**config.mk**
```make
export PLATFORM = sky130hd
export DESIGN_NAME = pipe_ctrl_unit
export DESIGN_NICKNAME = d
export VERILOG_FILES = /design/src/rtl/pipe_ctrl_unit.sv
export SDC_FILE = /design/constraint.sdc
export NUM_CORES = 1
export LEC_CHECK = 0
export CORE_ASPECT_RATIO = 1.25
export CORE_MARGIN = 1
export CORE_UTILIZATION = 45
export CTS_BUF_LIST = sky130_fd_sc_hd__clkbuf_4 sky130_fd_sc_hd__clkbuf_8
export DETAILED_ROUTE_END_ITERATION = 6
export DONT_BUFFER_PORTS = 1
export PLACE_DENSITY = 0.63
export SLEW_MARGIN = 20
export SYNTH_ARGS = -nofsm -noshare
export SYNTH_HDL_FRONTEND = slang
export SYNTH_SLANG_ARGS = --single-unit
```
**constraint.sdc**
```tcl
create_clock -name clk -period 5.5 [get_ports clk]
set_clock_uncertainty 0.1 [all_clocks]
set_input_delay 0.825 -clock clk [delete_from_list [all_inputs] [get_ports clk]]
set_output_delay 0.825 -clock clk [all_outputs]
set_load 0.01 [all_outputs]
```
**src/rtl/pipe_ctrl_unit.sv**
```systemverilog
// Pipelined control for the ARMv4 core: decodes in ID, carries control through
// ID/EX, EX/MEM and MEM/WB, owns the NZCV flags and resolves stalls/redirects.
module pipe_ctrl_unit #(
  parameter int RA_W     = 4,
  parameter int FLUSH_N  = 2,
  parameter int STALL_EN = 1
) (
  input  logic            clk,
  input  logic            rst,
  input  logic            id_valid,
  input  logic [3:0]      id_cond,
  input  logic [1:0]      id_op,
  input  logic [5:0]      id_funct,
  input  logic [RA_W-1:0] id_rd,
  input  logic [RA_W-1:0] id_rn,
  input  logic [RA_W-1:0] id_rm,
  input  logic [3:0]      ex_nzcv,
  output logic            stall_fd,
  output logic            flush_fd,
  output logic            redirect,
  output logic            illegal,
  output logic [3:0]      ex_alufun,
  output logic            ex_imm,
  output logic            ex_cond_ok,
  output logic            mem_re,
  output logic            mem_we,
  output logic            mem_byte,
  output logic            wb_we,
  output logic [RA_W-1:0] wb_rd,
  output logic [1:0]      wb_sel,
  output logic [3:0]      cpsr
);

  localparam logic [RA_W-1:0] PC_REG = '1;
  localparam logic [RA_W-1:0] LR_REG = RA_W'(14);

  typedef enum logic [1:0] {OP_DP = 2'b00, OP_MEM = 2'b01, OP_BR = 2'b10, OP_UND = 2'b11} op_e;
  typedef enum logic [1:0] {WB_ALU = 2'b00, WB_MEM = 2'b01, WB_LINK = 2'b10} wb_sel_e;

  typedef struct packed {
    logic            valid;
    logic [3:0]      cond;
    logic [3:0]      alufun;
    logic            imm;
    logic            sets;
    logic            branch;
    logic            pc_write;
    logic            re;
    logic            we;
    logic            byte_acc;
    logic            wr_en;
    logic [RA_W-1:0] rd;
    wb_sel_e         wb_sel;
  } ex_ctrl_t;

  typedef struct packed {
    logic            re;
    logic            we;
    logic            byte_acc;
    logic            wr_en;
    logic [RA_W-1:0] rd;
    wb_sel_e         wb_sel;
  } mem_ctrl_t;

  typedef struct packed {
    logic            wr_en;
    logic [RA_W-1:0] rd;
    wb_sel_e         wb_sel;
  } wb_ctrl_t;

  op_e       id_opc;
  ex_ctrl_t  id_dec, ex_q;
  mem_ctrl_t mem_q;
  wb_ctrl_t  wb_q;
  logic      id_legal, uses_rn, uses_rm;
  logic      cond_pass, ex_live, mem_ld_pc, load_use, bubble;

  assign id_opc   = op_e'(id_op);
  assign id_legal = id_valid && (id_opc != OP_UND);

  // NOTE: every always_comb output gets a default first so no path infers a latch.
  always_comb begin
    id_dec       = '0;
    uses_rn      = 1'b0;
    uses_rm      = 1'b0;
    id_dec.valid = id_legal;
    id_dec.cond  = id_cond;
    case (id_opc)
      OP_DP: begin
        id_dec.alufun   = id_funct[4:1];
        id_dec.imm      = id_funct[5];
        id_dec.sets     = id_funct[0];
        id_dec.pc_write = (id_rd == PC_REG);
        id_dec.wr_en    = (id_rd != PC_REG);
        id_dec.rd       = (id_rd != PC_REG) ? id_rd : '0;
        uses_rn         = 1'b1;
        uses_rm         = ~id_funct[5];
      end
      OP_MEM: begin
        id_dec.alufun   = id_funct[3] ? 4'b0100 : 4'b0010;
        id_dec.imm      = ~id_funct[5];
        id_dec.byte_acc = id_funct[2];
        id_dec.re       = id_funct[0];
        id_dec.we       = ~id_funct[0];
        id_dec.wr_en    = id_funct[0];
        id_dec.rd       = id_funct[0] ? id_rd : '0;
        id_dec.wb_sel   = id_funct[0] ? WB_MEM : WB_ALU;
        uses_rn         = 1'b1;
        uses_rm         = id_funct[5];
      end
      OP_BR: begin
        id_dec.alufun = 4'b0100;
        id_dec.imm    = 1'b1;
        id_dec.branch = 1'b1;
        id_dec.wr_en  = id_funct[4];
        id_dec.rd     = id_funct[4] ? LR_REG : '0;
        id_dec.wb_sel = id_funct[4] ? WB_LINK : WB_ALU;
      end
      default: ;
    endcase
  end

  // Flags are cpsr = {N, Z, C, V}.
  always_comb begin
    cond_pass = 1'b0;
    case (ex_q.cond)
      4'h0: cond_pass = cpsr[2];
      4'h1: cond_pass = ~cpsr[2];
      4'h2: cond_pass = cpsr[1];
      4'h3: cond_pass = ~cpsr[1];
      4'h4: cond_pass = cpsr[3];
      4'h5: cond_pass = ~cpsr[3];
      4'h6: cond_pass = cpsr[0];
      4'h7: cond_pass = ~cpsr[0];
      4'h8: cond_pass = cpsr[1] & ~cpsr[2];
      4'h9: cond_pass = ~cpsr[1] | cpsr[2];
      4'hA: cond_pass = (cpsr[3] == cpsr[0]);
      4'hB: cond_pass = (cpsr[3] != cpsr[0]);
      4'hC: cond_pass = ~cpsr[2] & (cpsr[3] == cpsr[0]);
      4'hD: cond_pass = cpsr[2] | (cpsr[3] != cpsr[0]);
      4'hE: cond_pass = 1'b1;
      default: cond_pass = 1'b0;
    endcase
  end

  // A load to PC redirecting from MEM also squashes whatever sits in EX.
  assign mem_ld_pc  = mem_q.re && (mem_q.rd == PC_REG);
  assign ex_live    = ex_q.valid && !mem_ld_pc;
  assign ex_cond_ok = ex_live && cond_pass;
  assign redirect   = (ex_cond_ok && (ex_q.branch || ex_q.pc_write)) || mem_ld_pc;
  assign flush_fd   = redirect && (FLUSH_N > 0);

  assign load_use = ex_live && ex_q.re && id_legal &&
                    ((uses_rn && (ex_q.rd == id_rn)) || (uses_rm && (ex_q.rd == id_rm)));
  assign stall_fd = (STALL_EN != 0) && load_use && !redirect;
  assign illegal  = id_valid && (id_opc == OP_UND) && !redirect;
  assign bubble   = !id_legal || stall_fd || redirect;

  // NOTE: sequential state uses non-blocking assignments so every stage samples pre-edge values.
  always_ff @(posedge clk or posedge rst) begin
    if (rst) begin
      ex_q  <= '0;
      mem_q <= '0;
      wb_q  <= '0;
      cpsr  <= '0;
    end else begin
      ex_q  <= bubble ? '0 : id_dec;
      mem_q <= ex_cond_ok ? mem_ctrl_t'{ex_q.re, ex_q.we, ex_q.byte_acc, ex_q.wr_en,
                                        ex_q.rd, ex_q.wb_sel} : '0;
      wb_q  <= wb_ctrl_t'{mem_q.wr_en, mem_q.rd, mem_q.wb_sel};
      if (ex_cond_ok && ex_q.sets) cpsr <= ex_nzcv;
    end
  end

  assign ex_alufun = ex_q.alufun;
  assign ex_imm    = ex_q.imm;
  assign mem_re    = mem_q.re;
  assign mem_we    = mem_q.we;
  assign mem_byte  = mem_q.byte_acc;
  assign wb_we     = wb_q.wr_en;
  assign wb_rd     = wb_q.rd;
  assign wb_sel    = wb_q.wb_sel;

endmodule
```
==> metrics.txt <==
status=finished, final reports clean; Worst path depth=6; mapped cell area=1930 µm²; r2r worst-path depth=6; static leakage=0.981 nW; worst hold slack=252 ps; Synth Register Bits=42; fmax=282 MHz; post-synth top area cell=dfrtp_1; WHS Path Cells=0; remaining antenna violation count after routing=0; Worst Path Required=4580 ps; Hold Crit Class=reg -> reg; Via density=5.34; Worst Path Max Fanout=12; post_cts resized=0; Ant. Diodes=0; CP cell instances=inv_1 -> or4_1 -> a32oi_1 -> nor3_2 -> nor2_1 -> a21oi_1; min Tclk post-route=3550 ps; slowest CP cell=nor2_1; dpl ws=2270 ps; Routed wire per std cell=15.1 µm; Starting DRT DRC Count=75; DRC viols=0; fin crit share=64.6%; first-pass GRT wire length=5.87 mm; initial antenna violation count=0; most frequent cell after synthesis=dfrtp_1; area grow syn2layout=4.41%; Final nets=212; DIE AREA=4550 µm²; Max-Cap Viols=0; IO buf count=0; Worst setup SP type=flip-flop; DIE HEIGHT=75.2 µm; synth unique cells=40; final hold vios=0; family with the most delay on the worst path=simple AND/OR/NAND/NOR gates; clock sink count=42; post-synth top area share=54.5%; clock root buffer=clkbuf_8; drt first pass iters=4; Num CTS Buffers=5; CP Buf/Inv Count=1; IO Pins=55; Die W=60.6 µm; Fillers=400; Syn. warnings=0; Row Count=26; DRT Wirelength=3.55 mm; number of synthesized flops with an enable pin=0; Slew headroom=44.1%; worst ir drop on vdd=0.131 mV; crit path capture type=output port; Syn Nets=215; CTS tree=built; predominant post-synthesis flop cell=dfrtp_1; post-synthesis sequential area ratio=54.5%; Syn Area/Cell=10.7 µm²; Post-synth top cells=42 x dfrtp_1, 21 x nor2_1, 17 x inv_1, 10 x and2_1, 7 x a21oi_1; final worst slack=1950 ps; Initial Util=47.1%; hold buffer count at CTS=0; post-route design area=2010 µm²; RSZ-0062 raised after global routing=no; Register Area=1050 µm²; synth top area cells=dfrtp_1 54%, nor2_1 4.1%, inv_1 3.3%, and2_1 3.2%, xor2_1 2.7%; WP data arrival=2630 ps; core area=4100 µm²; WS Path Type=reg -> out; DPL Wire Length=2.72 mm; asr flop ratio synth=100%; pin count of the biggest net entering global routing=29; placed cell area=1920 µm²; vias in the first global route=1295; worst skew pair latency=290 ps; RD Place Congestion=0.806; final setup TNS=0 ps; Post-CTS Setup Repair Bufs=0; worst reg2reg setup slack=2950 ps; GRT Util Overall=17.7%; pwr dens=293 nW/µm²; grt total ovfl=0; Worst-Margin Slew=837 ps; layout cells sized above 1=9.55%; H-tree lvl count=2; Final setup violation count=0; Synth Instances=180; Slew Limit Fails=0; CP peak stage delay=600 ps; vias=1250; CTS Buffer Depth=2; Worst-path clk slew=80 ps; Multi-input gate area=732 µm²
==> worst register-to-register path, delay by kind of cell (launching register included) <==
| family | cells | cell delay [ps] |
|---|---|---|
| simple gates | 3 | 760 |
| buf+inv | 1 | 120 |
| flops | 1 | 490 |
| compound gates | 2 | 940 |
==> final cells by class <==
type | instances | share of cell area (%)
Sequential cell | 42 | 52.2
Multi-Input combinational cell | 110 | 36.3
Tap cell | 56 | 3.48
Clock buffer | 5 | 3.42
Inverter | 17 | 3.17
Clock inverter | 3 | 1.06
Timing Repair Buffer | 1 | 0.373
==> cells in the final DEF, fill, tap and decap left out, types with 2 or more instances in the layout <==
cell,synthesis,routed
a21oi_1,7,7
a31oi_1,2,2
a32oi_1,2,2
and2_1,10,10
clkbuf_8,0,5
dfrtp_1,42,42
ha_1,4,4
inv_1,17,17
mux2_1,4,4
mux2i_1,2,2
nand2_1,6,6
nand2b_1,2,2
nand3_1,6,6
nand4_1,3,3
nor2_1,21,21
nor3_1,6,6
nor4_1,2,2
o21ai_0,4,4
xnor2_1,5,5
xor2_1,6,6
==> sequential cells by signal, summed over array words and instances, names as in the netlist <==
| register | cells |
|---|---|
| mem_q | 6 |
| wb_we | 1 |
| mem_re | 1 |
| mem_byte | 1 |
| wb_sel | 2 |
| mem_we | 1 |
| ex_q | 17 |
| wb_rd | 4 |
| ex_imm | 1 |
| ex_alufun | 4 |
| cpsr | 4 |
==> stage by stage <==
step	instances	util (%)	power (mW)
after floorplan	180	-	0.390
after global placement	226	46.9	0.397
after detailed placement	226	46.9	0.400
after CTS	234	49.1	0.595
after global routing	234	49.1	0.622
final	234	49.1	0.590
==> power by group <==
part	leakage, nW	internal (mW)	switching [mW]	total [mW]
registers	0.574	0.320	0.0171	0.337
logic	0.363	0.0219	0.0348	0.0567
clock network	0.0441	0.0892	0.107	0.197
total	0.981	0.431	0.159	0.590
==> routing by layer <==
layer,vias to the layer above,GRT usage (%),wire length (µm)
li1,592,-,-
met1,605,20.7,1400
met2,46,29.4,1890
met3,7,6.87,218
met4,0,6.31,43
met5,-,0,0
==> final timing paths <==
path,start,endpoint
min,mem_q[6],wb_we
max reg2reg,ex_q[21],ex_q[1]
min in group asynchronous,rst,cpsr[0]
max in group asynchronous,rst,ex_alufun[1]
min reg2reg,mem_q[6],wb_we
max,ex_q[21],illegal
==> kinds of logic after synthesis <==
family | Yosys count | share of synthesized area (%)
multiplexers | 6 | 3.37
XOR/XNOR | 11 | 4.99
buffers and inverters | 28 | 7.59
flip-flops | 42 | 54.5
AO/OA/AOI/OAI | 23 | 8.50
AND/OR/NAND/NOR | 66 | 18.5
adder cells (fa/ha/maj) | 4 | 2.59
No activity file was read; power rests on OpenSTA's default activity.
